**src/rtl/fifo_rd_pkg.sv**
```systemverilog
// fifo_rd_pkg: shared types and helpers for the FIFO read-side packer
package fifo_rd_pkg;
  localparam int BYTE_W = 8;
  typedef enum logic [1:0] {FILL, HOLD, FLUSH} state_t;
  function automatic logic [7:0] keep_mask(input logic [3:0] n);
    return 8'((16'd1 << n) - 16'd1);
  endfunction
endpackage

```
**src/rtl/rd_word_outreg.sv**
```systemverilog
// rd_word_outreg: stream output register; data/keep stay stable until accepted
module rd_word_outreg #(
  parameter int W = 32,
  parameter int K = 4
) (
  input  logic         clk,
  input  logic         rst,
  input  logic         load,
  input  logic [W-1:0] ld_data,
  input  logic [K-1:0] ld_keep,
  input  logic         ready,
  output logic [W-1:0] data,
  output logic [K-1:0] keep,
  output logic         valid,
  output logic         free
);
  assign free = ~valid | ready;
  always_ff @(posedge clk) begin
    if (rst) begin
      valid <= 1'b0;
      data  <= '0;
      keep  <= '0;
    end else if (load) begin
      valid <= 1'b1;
      data  <= ld_data;
      keep  <= ld_keep;
    end else if (ready) begin
      valid <= 1'b0;
    end
  end
endmodule

```
**src/rtl/fifo_rd_packer.sv**
```systemverilog
// fifo_rd_packer: pulls bytes from the async FIFO read port and packs them into
// little-endian words, releasing partial words on flush request or idle timeout.
module fifo_rd_packer
  import fifo_rd_pkg::*;
#(
  parameter int BYTES   = 4,
  parameter int TIMEOUT = 16,
  parameter int TW      = 8
) (
  input  logic                    rd_clk,
  input  logic                    rd_rst,
  input  logic                    fifo_empty,
  input  logic [BYTE_W-1:0]       fifo_rd_data,
  output logic                    fifo_rd_en,
  output logic [BYTE_W*BYTES-1:0] out_data,
  output logic [BYTES-1:0]        out_keep,
  output logic                    out_valid,
  input  logic                    out_ready,
  input  logic                    flush_req,
  output logic                    flush_done
);
  localparam int CW = $clog2(BYTES + 1);
  localparam int IW = $clog2(BYTES);
  state_t state, state_n;
  logic [CW-1:0] cnt;
  logic [TW-1:0] timer;
  logic [BYTES-1:0][BYTE_W-1:0] asm_buf;
  logic pend, flush_pending, fl_user, full, out_free, load, tick, to_fire, fl_clear;
  assign full = cnt == CW'(BYTES);
  assign tick = (cnt != '0) & ~pend & fifo_empty;
  assign to_fire = (TIMEOUT != 0) && tick && (timer == TW'(TIMEOUT - 1));
  always_ff @(posedge rd_clk) begin
    if (rd_rst) state <= FILL;
    else state <= state_n;
  end
  // a full word always drains before a pending flush is entered
  always_comb begin
    state_n = state == HOLD  ? (out_free ? FILL : HOLD) :
              state == FLUSH ? (cnt == '0 ? FILL : FLUSH) :
              full           ? (out_free ? FILL : HOLD) :
              (flush_pending & ~pend) ? FLUSH : FILL;
  end
  always_comb begin
    fifo_rd_en = ~rd_rst & (state == FILL) & ~fifo_empty & ~flush_pending &
                 (int'(cnt) + int'(pend) < BYTES);
    load       = out_free & (state == FLUSH ? cnt != '0 : full);
    fl_clear   = (state == FLUSH) & (cnt == '0);
    flush_done = ~rd_rst & fl_clear & fl_user;
  end
  always_ff @(posedge rd_clk) begin
    if (rd_rst) begin
      cnt           <= '0;
      pend          <= 1'b0;
      timer         <= '0;
      flush_pending <= 1'b0;
      fl_user       <= 1'b0;
      asm_buf       <= '0;
    end else begin
      pend  <= fifo_rd_en & ~fifo_empty;
      timer <= tick ? timer + 1'b1 : '0;
      if (fl_clear) begin
        flush_pending <= 1'b0;
        fl_user       <= 1'b0;
      end else if (~flush_pending & (flush_req | to_fire)) begin
        flush_pending <= 1'b1;
        fl_user       <= flush_req;
      end
      if (load) begin
        cnt     <= '0;
        asm_buf <= '0;
      end else if (pend) begin
        asm_buf[cnt[IW-1:0]] <= fifo_rd_data;
        cnt                  <= cnt + 1'b1;
      end
    end
  end
  rd_word_outreg #(.W(BYTE_W * BYTES), .K(BYTES)) u_outreg (
    .clk     (rd_clk),
    .rst     (rd_rst),
    .load    (load),
    .ld_data (asm_buf),
    .ld_keep (BYTES'(keep_mask(4'(cnt)))),
    .ready   (out_ready),
    .data    (out_data),
    .keep    (out_keep),
    .valid   (out_valid),
    .free    (out_free)
  );
endmodule

```
**config.mk**
```make
export PLATFORM = sky130hd
export DESIGN_NAME = fifo_rd_packer
export DESIGN_NICKNAME = d
export VERILOG_FILES = /design/src/rtl/fifo_rd_pkg.sv /design/src/rtl/rd_word_outreg.sv /design/src/rtl/fifo_rd_packer.sv
export SDC_FILE = /design/constraint.sdc
export NUM_CORES = 1
export LEC_CHECK = 0
export BUFFER_PORTS_ARGS = -buffer_cell sky130_fd_sc_hd__buf_2
export CAP_MARGIN = 25
export CORE_MARGIN = 5
export CORE_UTILIZATION = 25
export CTS_CLUSTER_SIZE = 40
export DETAILED_ROUTE_END_ITERATION = 12
export HOLD_SLACK_MARGIN = 0.15
export PLACE_DENSITY = 0.53
export REMOVE_ABC_BUFFERS = 1
export SKIP_LAST_GASP = 1
export SLEW_MARGIN = 20
export SYNTH_ARGS = -nofsm -noshare
export SYNTH_HDL_FRONTEND = slang
export SYNTH_SLANG_ARGS = --single-unit
```
**constraint.sdc**
```tcl
create_clock -name rd_clk -period 4.7 [get_ports rd_clk]
set_input_delay 0.94 -clock rd_clk [delete_from_list [all_inputs] [get_ports rd_clk]]
set_output_delay 0.94 -clock rd_clk [all_outputs]
set_load 0.02 [all_outputs]
```
After elaboration in Yosys (flattened, before gate mapping)

Index checks and enable logic that the tools add are counted.

Register bits: 85
Output and inout port bits: 39

Eq/ne operators: 4
Bitwise gates (word level): 21
$add $sub $neg: 4
Shift operators: 1
Mux-type cells: 12
Order comparisons: 3
Reduce and logical (&&, ||, !) cells: 9

Operator list:

| kind                                                                                | count |
|---|---|
| 32-bit bitwise mux                                                                  | 1 |
| 8-bit demux with 2-bit select                                                       | 1 |
| 1-bit bitwise AND                                                                   | 13 |
| 2-bit 2-to-1 mux                                                                    | 5 |
| 8-bit by 1-bit adder with 8-bit output, second input constant                       | 1 |
| 8-bit by 4-bit equality test with 1-bit output, second input constant               | 1 |
| 8-bit 2-to-1 mux                                                                    | 1 |
| 1-bit NOT                                                                           | 6 |
| 2-bit OR reduction                                                                  | 3 |
| 3-bit by 1-bit adder with 4-bit output                                              | 1 |
| 4-bit by 3-bit < comparator with 1-bit output, second input constant                | 1 |
| 1-bit 2-to-1 mux                                                                    | 4 |
| 1-bit by 3-bit << shifter with 4-bit output, first input constant                   | 1 |
| 4-bit by 1-bit subtractor with 4-bit output, second input constant                  | 1 |
| 3-bit by 1-bit adder with 3-bit output, second input constant                       | 1 |
| 3-bit equality test, second input constant                                          | 1 |
| 3-bit zero test                                                                     | 1 |
| 2-bit by 3-bit < comparator with 1-bit output, second input constant                | 1 |
| 3-bit nonzero test                                                                  | 1 |
| 2-bit by 1-bit equality test with 1-bit output, second input constant               | 1 |
| 2-bit equality test, second input constant                                          | 1 |
| 2-bit by 1-bit greater-or-equal comparator with 1-bit output, second input constant | 1 |
| 1-bit logical AND                                                                   | 2 |
| 2-bit zero test                                                                     | 1 |
| 2 further kinds                                                                     | 3 |

Logic depth before layout (Yosys ltp)

Gate-level depths: netlist (run 1).

Depth after elaboration: 6
Gate-level depth with buffers: 9
Depth with buffers taken out: 6

By module

From an unflattened synthesis (run 1), not the netlist that was laid out.

Cell total of the unflattened synthesis: 357
Area, all modules: 3433.3 sq um

By module, submodules not included:

| module         | times used | area each (sq um) | cells an instance | sequential area each (sq um) |
|---|---|---|---|---|
| fifo_rd_packer | 1          | 2092.0            | 237               | 960.9 |
| rd_word_outreg | 1          | 1341.3            | 120               | 740.7 |

Least setup slack after synthesis (run 1)

No wires, ideal clock.

Path kind: in2out
From: input fifo_empty
To: output fifo_rd_en
Data arrival time: 1.569 ns
Setup slack: 2.191 ns
Path buffers: 0
Required time: 3.760 ns
Cell stages on the path: 3
Cells stage by stage: nor4_1 > nand2_1 > a31oi_1

Cells in the longest elaborated chain, start to end: 4

RTL lines:

| element                        | RTL line             | text |
|---|---|---|
| start: declaration             | fifo_rd_packer.sv:12 | `input logic fifo_empty,` |
| 1-bit NOT                      | fifo_rd_packer.sv:44 | `fifo_rd_en = ~rd_rst & (state == FILL) & ~fifo_empty & ~flush_pending &` |
| 1-bit bitwise AND (3 in a row) | fifo_rd_packer.sv:44 |  |
| end: declaration               | fifo_rd_packer.sv:14 | `output logic fifo_rd_en,` |

No other way between the ends.

Final worst setup path (run 1)

From: register cnt[1]
To: register cnt[2]

Cells in the longest elaborated chain, start to end: 4
Elaborated cells on any way between the ends: 6
Those cells by class: add/sub (1); eq/ne (1); mux (1); bitwise (1); reduce/logical (2)

RTL lines:

| element                                                          | RTL line                                   | text |
|---|---|---|
| start: declaration                                               | fifo_rd_packer.sv:25                       | `logic [CW-1:0] cnt;` |
| start signal: assignment                                         | fifo_rd_packer.sv:73                       | `cnt <= cnt + 1'b1;` |
| 3-bit equality test / 3-bit nonzero test (equally long branches) | fifo_rd_packer.sv:29, fifo_rd_packer.sv:46 |  |
| 1-bit 2-to-1 mux                                                 | fifo_rd_packer.sv:46                       | `load = out_free & (state == FLUSH ? cnt != '0 : full);` |
| 1-bit bitwise AND                                                | fifo_rd_packer.sv:46                       |  |
| 2-bit OR reduction (no line)                                     | -                                          |  |

Several ways; a longest one is shown, not always the timed one.
A chain may end at the register's enable or synchronous reset.

==> flow_summary.json, run 1 <==
{
  "status": "finished clean",
  "synth_edf_count": 0,
  "synth.top_cell.area_share_pct": 50.7,
  "gr-usage-met1_pct": 12.9,
  "hold_buffers": 0,
  "wire_per_inst_um": 12.8,
  "numCtsBuffers": 9,
  "die_area_um2": 15800,
  "final_antenna_net_count": 0,
  "cp_slowest_stage_delay_ns": 0.61,
  "crit_required_ns": 4.94,
  "hold_depth": 2,
  "vias": 2656,
  "cts_root_buffer": "clkbuf_16",
  "ys_seq_area_share_pct": 50.7,
  "slowest_stage": "nand2b_2",
  "postCtsSetupBuffers": 0,
  "grt_pass1_vias": 2579,
  "numPortBuffers": 51,
  "yosys_warnings": 0,
  "hold_slack_ns": 0.450,
  "synth_compound_area_share_pct": 15.9,
  "syn_area_um2": 3360,
  "area_growth_pct": 19.3,
  "rsz0062_at_grt": "false",
  "antenna_cells": 0,
  "synth_mux_area_share_pct": 0.298,
  "ir_worst_vdd_v": 0.000256,
  "clock_sinks": 85,
  "drv_slew": 0,
  "overflow": 0,
  "synth_area_leaders": "dfxtp_1, nand2_1, a21oi_2",
  "synth-seq-cells": 85,
  "nets": 449,
  "period_minus_slack_ns": 2.88,
  "worst_slack_ns": 1.82,
  "busiest_layer": "met2",
  "worst_pin_slew_ns": 1.03,
  "final_common_cell": "nand2_1",
  "grt_pass1_wl_um": 12800,
  "io_pins": 52,
  "clock_latency_ns": 0.33,
  "startpoint_type": "register",
  "postSynth.asyncResetShare_pct": 0,
  "timing.max_cap.violations": 0,
  "finalSetupViolCount": 0,
  "synth_adder_area_share_pct": 2.54,
  "viasPerCell": 4.35,
  "initial_core_util_pct": 25.4,
  "ctsResizeCount": 0,
  "synth.distinct_cells": 36,
  "rows": 42,
  "clkTransAtPathRegs_ns": 0.06,
  "grt_use_total_pct": 9.97,
  "htreeDepth": 3,
  "cts_tree": "built",
  "synth_xor_area_share_pct": 2.09,
  "dr.first_iter.drc_count": 67,
  "period_share_pct": 61.3,
  "netlist_instances": 390,
  "drc": 0,
  "critical_path_class": "reg2reg",
  "cp_cell_sequence": "inv_1 -> ha_1 -> and2_1 -> o21ai_4 -> buf_4 -> nand2b_2 -> a211oi_2",
  "grt_max_degree": 44,
  "dp_hpwl_um": 5390,
  "die-width_um": 126,
  "synth_top_cell_by_area": "dfxtp_1",
  "synth_ff_type": "dfxtp_1",
  "arrival_ns": 3.12,
  "dp_slack_ns": 1.82,
  "hold_class": "reg2reg",
  "drive_above_1_share_pct": 23.5,
  "reg2regPathDepth": 7,
  "wirelength_um": 7780,
  "die_h_um": 126,
  "critPathMaxFanout": 35,
  "synth-simple-area-share_pct": 23.1,
  "clock_skew_ns": 0.00686,
  "antenna_found_initial": 0,
  "synth.avg_cell_area_um2": 8.60,
  "gp_congestion": 0.710,
  "first_pass_iters": 4,
  "end_kind": "register",
  "fin_setup_tns_ns": 0,
  "power.density_nw_per_um2": 398,
  "ctsLongestPathBuffers": 2,
  "grtUsageMet3_pct": 3.13,
  "final_cell_mix": "nand2_1, dfxtp_1, buf_2",
  "hold_viol_final": 0,
  "leakage_nw": 1.41,
  "relSlewSlack_pct": 31.1,
  "max_freq_mhz": 347,
  "synth_top_family_by_area": "simple AND/OR/NAND/NOR gates",
  "core_um2": 13200,
  "use_met2_pct": 16.2
}
## layer usage
layer  routed length [um]  vias up
met3                  385        9
li1                     -     1377
met5                    0        -
met2                 3630       45
met4                   85        0
met1                 3680     1225
## worst max-delay path: cells and delay by family (launching register included)
kind	cells	cell delay (ns)
AOI/OAI and AO/OA	2	0.53
adders and majority gates	1	0.39
buffers and inverters	2	0.46
DFF	1	0.46
and+or+nand+nor	2	0.94
## worst paths after layout
path,startpoint,to,slack (ns)
hold reg to reg,u_outreg.data[16]$_SDFFE_PP0P_,u_outreg.data[16]$_SDFFE_PP0P_,0.45
setup reg to reg,cnt[1]$_SDFFE_PP0P_,cnt[2]$_SDFFE_PP0P_,1.82
hold / removal,u_outreg.data[16]$_SDFFE_PP0P_,u_outreg.data[16]$_SDFFE_PP0P_,0.45
setup / recovery,cnt[1]$_SDFFE_PP0P_,cnt[2]$_SDFFE_PP0P_,1.82
## area by class of cell
class / instances / area [um2]
multi-input combinational: 273 / 1480
inverter: 6 / 22.5
fill: 1422 / 9190
timing repair buffer: 55 / 285
sequential: 85 / 1700
clock buffer: 10 / 239
clock inverter: 5 / 58.8
tap: 176 / 220
## Yosys cell counts, types with 2 or more instances
cell type / number
xnor2_1: 4
xor2_1: 4
nand4_1: 2
buf_6: 6
buf_1: 2
nand3_1: 36
ha_1: 6
nor4_1: 2
a31oi_1: 2
dfxtp_1: 85
and2_1: 2
a21oi_2: 28
nand2_1: 103
nor2_1: 21
a311oi_1: 2
a21oi_1: 40
nor3b_1: 3
nand2b_1: 3
clkbuf_1: 10
and3_1: 2
buf_2: 6
buf_4: 2
inv_1: 6
## logic make-up (layout without fill, tap and decap cells)
logic type,Yosys count,in the layout
adder cells (fa/ha/maj),7,7
flip-flops,85,85
multiplexers,1,1
XOR/XNOR,8,8
AND/OR/NAND/NOR,179,179
AO/OA/AOI/OAI,78,78
buffers and inverters,32,76
## power breakdown
| group | total, W | switching [W] | internal, W |
|---|---|---|---|
| combinational | 0.000144 | 0.000105 | 0.0000391 |
| sequential | 0.000750 | 0.0000123 | 0.000738 |
| clock | 0.000698 | 0.000274 | 0.000424 |
| total | 0.00159 | 0.000392 | 0.00120 |
## flip-flops by register name (all words and copies together) (netlist names)
name	cells
flush_pending	1
pend	1
u_outreg.keep	4
fl_user	1
u_outreg.valid	1
state	2
timer	8
cnt	3
u_outreg.data	32
asm_buf	32
## metrics by stage
stage / total power [W] / util (%) / std cells / instance area [um2]
after floorplan: 0.000855 / - / 364 / 3200
after global placement: 0.000908 / 28.1 / 595 / 3710
after detailed placement: 0.000911 / 28.1 / 595 / 3710
after CTS: 0.00161 / 30.4 / 610 / 4000
after global routing: 0.00166 / 30.4 / 610 / 4000
final: 0.00159 / 30.4 / 610 / 4000
Power figures use the tool's default switching activity.
==> inputs of run 2 (changes only) <==
Clock period 4.7 ns to 2.69 ns, I/O delays scaled along.
==> run 2 against run 1 <==
- total power rose by 83%
- sequential share of layout area fell by 0.56 points
- largest cell class unchanged
- core utilization up 0.41 points
- non-clock buffer count rose by 2
- clock skew shrank 0.00098 ns
- flip-flop and latch count stayed put
- critical path depth decreased by 3
- highest routed layer unchanged
- first-iteration DRC count rose by 100%
- final cell count increased by 0.49%
- global-route usage up 0.16 points
- hold slack gained 0.00077 ns
- critical endpoint is now flush_done
- largest power group is now the clock network
- via count is 1.8% higher
==> flow_summary.json, run 2 (synthesis gave the netlist of run 1 again) <==
{
  "met3_length_um": 433,
  "crit_buf_inv": 2,
  "timing.max_cap.violations": 0,
  "period_minus_slack_ns": 2.35,
  "grt_pass1_vias": 2656,
  "first_pass_iters": 4,
  "numCtsBuffers": 9,
  "vias": 2703,
  "final_antenna_net_count": 0,
  "hold_buffers": 0,
  "critPathMaxFanout": 14,
  "area_growth_pct": 20.9,
  "path_delay_family": "adder cells",
  "seqCellArea_um2": 1700,
  "path_depth": 4,
  "hold_class": "reg2reg",
  "cts_tree": "built",
  "final_cell_mix": "nand2_1, dfxtp_1, buf_2",
  "slowest_stage": "ha_1",
  "fin_setup_tns_ns": 0,
  "hold_slack_ns": 0.451,
  "rows": 42,
  "nets": 451,
  "wire_per_inst_um": 12.8,
  "reg.largest.list": "asm_buf (32), u_outreg.data (32), timer (8)",
  "p_switching_w": 0.000717,
  "viasPerCell": 4.41,
  "drive_above_1_share_pct": 23.8,
  "power.total_w": 0.00291,
  "hold_viol_final": 0,
  "hold_depth": 2,
  "rsz0062_at_grt": "false",
  "grt_pass1_wl_um": 13100,
  "arrival_ns": 1.81,
  "io_pins": 52,
  "final_util_pct": 30.8,
  "relSlewSlack_pct": 66.3,
  "p_seq_share_pct": 45.2,
  "dp_hpwl_um": 5510,
  "dp_slack_ns": 0.455,
  "antenna_found_initial": 0,
  "multiInputGateArea_um2": 1480,
  "startpoint_type": "register",
  "power.density_nw_per_um2": 716,
  "reg2reg_slack_ns": 0.50,
  "critical_path_class": "reg2out",
  "drc": 0,
  "die-width_um": 126,
  "status": "finished clean",
  "crit_end": "flush_done",
  "cts_root_buffer": "clkbuf_16",
  "ir_worst_vdd_v": 0.000299,
  "reg2regPathDepth": 7,
  "clkTransAtPathRegs_ns": 0.06,
  "initial_core_util_pct": 25.4,
  "rr_endpoint": "u_outreg.keep[1]$_SDFFE_PP0P_",
  "grt_use_total_pct": 10.1,
  "swShare_pct": 24.7,
  "r2r-start": "cnt[1]$_SDFFE_PP0P_",
  "ctsResizeCount": 0,
  "met1Wirelength_um": 3640,
  "final_common_cell": "nand2_1",
  "fillers": 1410,
  "clock_skew_ns": 0.00588,
  "leakage_nw": 1.44,
  "drv_slew": 0,
  "antenna_cells": 0,
  "htreeDepth": 3,
  "power_frac_clock_pct": 45.9,
  "overflow": 0,
  "wl_met2_um": 3730,
  "clock_sinks": 85,
  "numPortBuffers": 51,
  "wirelength_um": 7870,
  "gp_congestion": 0.732,
  "highest_layer": "met4",
  "period_share_pct": 87.3,
  "max_freq_mhz": 426,
  "cp_cell_sequence": "inv_1 -> ha_1 -> and4_1 -> buf_2",
  "core_um2": 13200,
  "p_int_w": 0.00219,
  "cp_slowest_stage_delay_ns": 0.48,
  "worst_pin_slew_ns": 0.506,
  "die_area_um2": 15800,
  "die_h_um": 126,
  "crit_required_ns": 2.15,
  "finalSetupViolCount": 0,
  "clock_latency_ns": 0.33,
  "crit_start": "cnt[1]$_SDFFE_PP0P_",
  "ctsLongestPathBuffers": 2,
  "grt_max_degree": 42,
  "p_comb_share_pct": 8.9,
  "worst_slack_ns": 0.341,
  "dr.first_iter.drc_count": 137,
  "postCtsSetupBuffers": 0,
  "end_kind": "output port"
}
[run 2: cell type report]
cell class	count	area share, %
Inverter	6	0.555
Timing Repair Buffer	57	7.71
Clock buffer	10	5.64
Tap cell	176	5.43
Multi-Input combinational cell	273	36.4
Clock inverter	6	2.34
Sequential cell	85	41.9
[run 2: how the worst min path moves through the flow]
stage	slack [ns]	end	start
finish	0.45	u_outreg.data[17]$_SDFFE_PP0P_	u_outreg.data[17]$_SDFFE_PP0P_
global route	0.47	u_outreg.data[2]$_SDFFE_PP0P_	u_outreg.data[2]$_SDFFE_PP0P_
CTS	0.46	u_outreg.data[26]$_SDFFE_PP0P_	u_outreg.data[26]$_SDFFE_PP0P_
detailed placement	0.45	u_outreg.data[18]$_SDFFE_PP0P_	u_outreg.data[18]$_SDFFE_PP0P_
global placement	0.44	u_outreg.data[13]$_SDFFE_PP0P_	u_outreg.data[13]$_SDFFE_PP0P_
floorplan	0.43	timer[0]$_SDFF_PP0_	timer[0]$_SDFF_PP0_
[run 2: stage by stage]
stage               instance area, um2  cells
floorplan                         3200    364
global placement                  3730    597
detailed placement                3730    597
CTS                               4060    613
global route                      4060    613
finish                            4060    613
[run 2: power groups by stage]
stage | sequential, W | combinational (W) | clock, W
after floorplan | 0.00135 | 0.000140 | 0
after global placement | 0.00134 | 0.000259 | 0
after detailed placement | 0.00134 | 0.000263 | 0
after CTS | 0.00131 | 0.000264 | 0.00137
after global routing | 0.00132 | 0.000291 | 0.00142
final | 0.00131 | 0.000260 | 0.00133
[run 2: metal layers]
metal | up-vias | global-route usage, %
met1 | 1261 | 12.7
met2 | 53 | 16.6
met5 | - | 0
met3 | 6 | 3.60
met4 | 0 | 2.71
li1 | 1383 | -
[run 2: tightest hold or removal path, cell delays in order, from the launching register on]
cell	delay (ns)
dfxtp_1	0.30
nand2_1	0.05
a21oi_1	0.05
==> inputs of run 3 (changes only) <==
Settings changed: GPL_TIMING_DRIVEN from default to 0, SLEW_MARGIN 20 to default.
==> run 3 against run 2 <==
- non-clock buffer count unchanged
- total power decreased by 1.1%
- register-to-register slack worse by 0.25 ns
- clock power fell by 4%
- clock skew rose by 0.0016 ns
- hold slack got worse by 0.00052 ns
- via count is essentially flat
- global-route usage increased by 0.19 points
- wire length grew 4.3%
- maximum frequency shrank 3.6%
- final area grew 0.93%
- critical path type is now reg2reg
- largest cell class unchanged
- highest routed layer unchanged
==> flow_summary.json, run 3 (synthesis gave the netlist of run 1 again) <==
{
  "status": "finished clean",
  "leakage_nw": 1.45,
  "numCtsBuffers": 9,
  "htreeDepth": 3,
  "antenna_found_initial": 0,
  "core_um2": 13200,
  "final_cell_mix": "nand2_1, dfxtp_1, buf_2",
  "cp_cell_sequence": "inv_1 -> ha_1 -> nor3b_2 -> o21a_2 -> buf_16 -> nand2_1 -> a21oi_1",
  "period_share_pct": 90.6,
  "grt_max_degree": 43,
  "slowest_stage": "nor3b_2",
  "timing.max_cap.violations": 0,
  "drc": 0,
  "die_h_um": 126,
  "area_growth_pct": 22.0,
  "arrival_ns": 2.70,
  "critPathMaxFanout": 21,
  "numPortBuffers": 51,
  "viasPerCell": 4.40,
  "wire_per_inst_um": 13.4,
  "dp_cells": 594,
  "period_minus_slack_ns": 2.44,
  "critical_path_class": "reg2reg",
  "dp_slack_ns": 0.0443,
  "antenna_cells": 0,
  "grt_pass1_wl_um": 13100,
  "ctsLongestPathBuffers": 2,
  "grt_use_total_pct": 10.3,
  "power.density_nw_per_um2": 701,
  "p_comb_share_pct": 9.7,
  "drv_slew": 0,
  "clock_latency_ns": 0.34,
  "p_int_w": 0.00215,
  "max_freq_mhz": 410,
  "io_pins": 52,
  "startpoint_type": "register",
  "cts_root_buffer": "clkbuf_16",
  "swShare_pct": 25.0,
  "path_delay_family": "simple AND/OR/NAND/NOR gates",
  "die-width_um": 126,
  "final_common_cell": "nand2_1",
  "crit_required_ns": 2.95,
  "first_pass_iters": 4,
  "worst_slack_ns": 0.254,
  "cts_tree": "built",
  "die_area_um2": 15800,
  "power_frac_clock_pct": 44.5,
  "clkTransAtPathRegs_ns": 0.06,
  "initial_core_util_pct": 25.4,
  "dp_hpwl_um": 5490,
  "finalNonFillerCells": 614,
  "vias": 2701,
  "final_util_pct": 31.0,
  "hold_slack_ns": 0.450,
  "overflow": 0,
  "drive_above_1_share_pct": 24.2,
  "crit_buf_inv": 2,
  "gp_congestion": 0.756,
  "cp_slowest_stage_delay_ns": 0.54,
  "hold_viol_final": 0,
  "wirelength_um": 8210,
  "rows": 42,
  "finalSetupViolCount": 0,
  "relSlewSlack_pct": 42.1,
  "worst_pin_slew_ns": 0.867,
  "nets": 452,
  "hold_class": "reg2reg",
  "clock_skew_ns": 0.00744,
  "rsz0062_at_grt": "false",
  "reg.largest.list": "asm_buf (32), u_outreg.data (32), timer (8)",
  "end_kind": "register",
  "ir_worst_vdd_v": 0.000284,
  "p_seq_share_pct": 45.9,
  "clock_sinks": 85,
  "grt_pass1_vias": 2623,
  "final_antenna_net_count": 0,
  "p_switching_w": 0.000717,
  "power.total_w": 0.00287,
  "dr.first_iter.drc_count": 113
}
## run 3: stage by stage
stage | TNS (ns) | instance area (um2)
6_report | 0 | 4100
5_1_grt | 0 | 4100
4_1_cts | 0 | 4060
3_5_place_dp | 0 | 3750
3_3_place_gp | -35.34 | 3670
2_1_floorplan | -6.36 | 3200
## run 3: path summary, 6_finish.rpt
kind	endpoint	startpoint	cells after the start	slack, ns
max	u_outreg.data[1]$_SDFFE_PP0P_	cnt[1]$_SDFFE_PP0P_	7	0.25
min	u_outreg.data[16]$_SDFFE_PP0P_	u_outreg.data[16]$_SDFFE_PP0P_	2	0.45
max reg2reg	u_outreg.data[1]$_SDFFE_PP0P_	cnt[1]$_SDFFE_PP0P_	7	0.25
min reg2reg	u_outreg.data[16]$_SDFFE_PP0P_	u_outreg.data[16]$_SDFFE_PP0P_	2	0.45
## run 3: power by group through the flow
stage / combinational (W) / clock, W / sequential [W]
6_report: 0.000277 / 0.00128 / 0.00132
5_1_grt: 0.000308 / 0.00136 / 0.00132
4_1_cts: 0.000265 / 0.00131 / 0.00132
3_5_place_dp: 0.000264 / 0 / 0.00135
3_3_place_gp: 0.000227 / 0 / 0.00135
2_1_floorplan: 0.000140 / 0 / 0.00135
## run 3: worst min-delay path, stage by stage, from the launching register on
cell     delay [ns]
dfxtp_1        0.30
nand2_1        0.05
a21oi_1        0.05
## run 3: timing repair
action / 4_1_cts / 5_1_grt
setup buffers: 0 / 3
endpoints found under the setup margin: 0 / 55
hold buffers: 0 / 0
hold endpoints to repair: 0 / 0
gates resized for setup: 0 / 1
## run 3: routing by layer
metal / vias up / track usage (%) / routed length, um
met5: - / 0 / 0
met4: 0 / 3.60 / 113
met3: 9 / 4.40 / 522
met2: 56 / 16.6 / 3760
met1: 1247 / 12.4 / 3810
li1: 1389 / - / -
## run 3: final cells by class
type,instances,area (um2)
Clock buffer,12,256
Clock inverter,4,55.1
Fill cell,1402,9090
Inverter,6,22.5
Multi-Input combinational cell,274,1490
Sequential cell,85,1700
Tap cell,176,220
Timing Repair Buffer,57,353
